===== src/rtl/pdm_demod.sv =====
// Boxcar PDM demodulator: counts ones over 2^WIN_LOG2 enabled samples and
// emits the count scaled to NBITS bits once per window.
module pdm_demod #(
    parameter int NBITS    = 10,
    parameter int WIN_LOG2 = 10
) (
    input  logic             clk,
    input  logic             resetn,
    input  logic             en,
    input  logic             din,
    output logic [NBITS-1:0] dout,
    output logic             valid,
    output logic             busy
);

    localparam int SHIFT = NBITS - WIN_LOG2;
    localparam logic [WIN_LOG2-1:0] CNT_LAST = '1;

    logic [WIN_LOG2-1:0] cnt;
    logic [WIN_LOG2:0]   acc;
    logic [WIN_LOG2:0]   total;
    logic [NBITS-1:0]    scaled;
    logic                last;

    // total can only reach 2^WIN_LOG2 when every bit of the window was one;
    // that single value would overflow the shift, so it clamps to full scale.
    always_comb begin
        last   = en && (cnt == CNT_LAST);
        total  = acc + (WIN_LOG2+1)'(din);
        scaled = NBITS'(total[WIN_LOG2-1:0]) << SHIFT;
        if (total[WIN_LOG2]) begin
            scaled = '1;
        end
    end

    // valid is a one-cycle strobe with no backpressure: dout changes only on
    // the cycle valid is high and holds until the next strobe.
    always_ff @(posedge clk) begin
        if (!resetn) begin
            cnt   <= '0;
            acc   <= '0;
            dout  <= '0;
            valid <= 1'b0;
            busy  <= 1'b0;
        end else begin
            valid <= 1'b0;
            if (last) begin
                cnt   <= '0;
                acc   <= '0;
                busy  <= 1'b0;
                dout  <= scaled;
                valid <= 1'b1;
            end else if (en) begin
                cnt  <= cnt + WIN_LOG2'(1);
                acc  <= total;
                busy <= 1'b1;
            end
        end
    end

endmodule


===== config.mk =====
export PLATFORM = sky130hd
export DESIGN_NAME = pdm_demod
export DESIGN_NICKNAME = d
export VERILOG_FILES = /design/src/rtl/pdm_demod.sv
export SDC_FILE = /design/constraint.sdc
export NUM_CORES = 1
export LEC_CHECK = 0
export BUFFER_PORTS_ARGS = -buffer_cell sky130_fd_sc_hd__buf_2
export CAP_MARGIN = 20
export CORE_ASPECT_RATIO = 1.4
export CORE_MARGIN = 2
export CORE_UTILIZATION = 35
export DETAILED_ROUTE_END_ITERATION = 10
export GPL_ROUTABILITY_DRIVEN = 0
export MAX_ROUTING_LAYER = met4
export PLACE_DENSITY = 0.56
export SKIP_CTS_REPAIR_TIMING = 1
export SLEW_MARGIN = 5
export SYNTH_ARGS = -nofsm -noshare
export SYNTH_HDL_FRONTEND = slang
export SYNTH_SLANG_ARGS = --single-unit

===== constraint.sdc =====
create_clock -name clk -period 3.35 [get_ports clk]
set_input_delay 0.8375 -clock clk [delete_from_list [all_inputs] [get_ports clk]]
set_output_delay 0.8375 -clock clk [all_outputs]
set_load 0.01 [all_outputs]

==> impl_results.md <==
- Status: finished with violations
- Failing checks: DRC
- Via/cell ratio: about 5.1
- Multi-input gate area: 732 sq um
- Slowest cell on crit path: or4_1
- CTS root buf: clkbuf_8
- Worst EP required: 3.56 ns
- Port Buffers: 15
- Syn Nets: 170
- Fin. max-slew vios: 0
- Cell mode on critical path: ha_1
- Final Skew: slightly below 0.006 ns
- Most frequent cells in the layout: dfxtp_1 (33), nor2_1 (23), xnor2_1 (15), buf_2 (15), xor2_1 (11)
- Global route overflow: 0
- Tmin final: 2.33 ns
- Seq/Total Area, Yosys: between 40 and 50%
- Die width: ~59 microns
- Worst path cell trace: buf_2, ha_1, ha_1, nand3_2, or4_1, and3_1, a21oi_1
- Worst rel slew slack: between 70% and 80%
- Initial Util: between 30% and 40%
- Power Total: roughly 0.71 mW
- CTS HTree Levels: 2
- Area added between synthesis and finish: 12.0%
- Syn Area/Cell: between 8 and 9 sq um
- RSZ-0062 raised after global routing: false
- Worst-Margin Slew: between 0.4 and 0.5 ns
- Clock buffer count from CTS: 5
- Clk sink count: 33
- DIE AREA: between 4000 and 5000 sq um
- Worst-case clock buffer depth: 2
- First-pass GRT wire length: around 4.6 mm
- Cells after synthesis: 163
- CP startpoint kind: primary input
- CP peak stage delay: roughly 0.54 ns
- Die Span Y: 80.5 microns
- Clk_lat worst skew: around 0.28 ns
- Fill count: ~410
- Initial DRC count: 39
- Post-DP HPWL: between 2 and 2.5 mm
- Post-route core utilization: about two fifths
- Ant. Diodes: 0
- CTS tree: built
- Nets@finish: 185
- Core area: approximately 4000 sq um
- Fin. Hold Viols: 0
- Site Rows: 27
- CP Capture Type: register
- GRT Total Usage: around an eighth
- Avg WL per Cell: about 13 microns
- Synth unique cells: 28
- Clk pin slew, worst setup/hold paths: about 0.070 ns
- Arrival time worst endpoint: 2.54 ns
- Initial antenna violation count: 0
- Synth Register Bits: 33
- Remaining routing DRC violations: 1
- CP Class: in -> reg
- Worst Path Max Fanout: 10
- Pwr dens: 434 nW/um^2
- Via count: around 1.1k
- Synth warnings: 0
- Hold Crit Class: reg -> reg
- Max VDD drop: ~220 uV
- # setup viols final: 0
- Largest net degree at the start of global routing: 20
- Leakage power: between 0.6 and 0.7 nW
- Max-cap viol count: 0
- Drt first pass iters: 7
- Post-synthesis instance area: 1460 sq um
- Top-Level Pins: 16
- Vias in the first global route: between 1k and 1.5k
- Tcrit/Tclk final: a little over two thirds
- Storage cell area: 661 sq um
- Post-Route WL: roughly 2.8 mm
- Fraction of layout cells with a size suffix above 1: 16.8%
- Sum of negative setup slack: 0 ns
- Routed Antenna Nets: 0
- Fmax achieved: approximately 0.43 GHz
- Commonest non-fill, non-tap cell in the layout: dfxtp_1
logic make-up (layout without fill, tap and decap cells):
group	count (synthesis)	in the layout	share of synthesized area (%)
muxes	3	3	2.05
buffers and inverters	14	30	4.79
xor gates and xnor gates	26	26	15.6
AOI/OAI and AO/OA	21	21	8.13
DFF	33	33	45.2
adders and majority gates	3	3	2.57
and+or+nand+nor	63	63	21.7
worst paths after layout:
kind | from | to | slack [ns] | depth (start not counted)
max | din | dout[3] | 1.02 | 7
min reg2reg | busy | busy | 0.47 | 2
max reg2reg | acc[0] | dout[3] | 1.31 | 6
min | busy | busy | 0.47 | 2
area by class of cell:
type | count | share of cell area, %
Tap cell | 43 | 3.28
Sequential cell | 33 | 40.3
Inverter | 5 | 1.15
Clock inverter | 2 | 0.611
Timing Repair Buffer | 17 | 5.50
Multi-Input combinational cell | 116 | 44.7
Clock buffer | 6 | 4.43
state kept, by name, summed over array words and instances (netlist names):
name and flops:
valid 1, cnt 10, acc 11, busy 1
dout 10
cell usage after synthesis:
cell | number | area share (%)
nor3_1 | 4 | 1.4
nor2_1 | 23 | 5.9
a21oi_2 | 3 | 1.8
mux2i_1 | 3 | 2.1
ha_1 | 3 | 2.6
and2_1 | 4 | 1.7
nand3_1 | 5 | 1.7
a21oi_1 | 7 | 2.4
o31ai_1 | 1 | 0.51
buf_4 | 2 | 1.0
and3_2 | 2 | 1.0
xor2_1 | 11 | 6.6
buf_2 | 2 | 0.68
clkbuf_1 | 3 | 0.77
inv_1 | 5 | 1.3
nand3_2 | 1 | 0.68
o21ai_0 | 10 | 3.4
or4_1 | 1 | 0.51
and4_1 | 1 | 0.60
buf_6 | 1 | 0.77
nand4_1 | 7 | 3.0
buf_1 | 1 | 0.26
dfxtp_1 | 33 | 45
and3_1 | 4 | 1.7
nand2b_1 | 1 | 0.43
nor4_1 | 3 | 1.3
nand2_1 | 7 | 1.8
xnor2_1 | 15 | 9.0
routing by layer:
metal	part of all wire, %	track usage (%)	vias to the layer above	wire length (microns)
li1	-	-	578	-
met1	43	13.5	524	1220
met2	51	23.9	23	1440
met3	3.9	3.86	5	110
met4	1.3	4.77	0	36
met5	0	-	-	0
metrics by stage:
step                setup WS, ns  instance area [sq um]  instances  hold slack, ns
global route               0.877                   1640        222           0.487
global placement           0.787                   1560        214           0.443
finish                      1.02                   1640        222           0.473
detailed placement         0.738                   1560        214           0.459
floorplan                   1.02                   1460        163           0.465
CTS                         1.03                   1640        222           0.476
where the power goes:
part	internal (mW)	switching (mW)
clock	0.144	0.137
combinational	0.0111	0.0174
sequential	0.397	0.00439
critical path, delay by kind of cell:
kind	cells	cell delay, ns
AO/OA/AOI/OAI	1	0.18
adder cells (fa/ha/maj)	2	0.38
buffers and inverters	1	0.08
AND/OR/NAND/NOR	3	1.05
No activity file was read; power rests on OpenSTA's default activity.
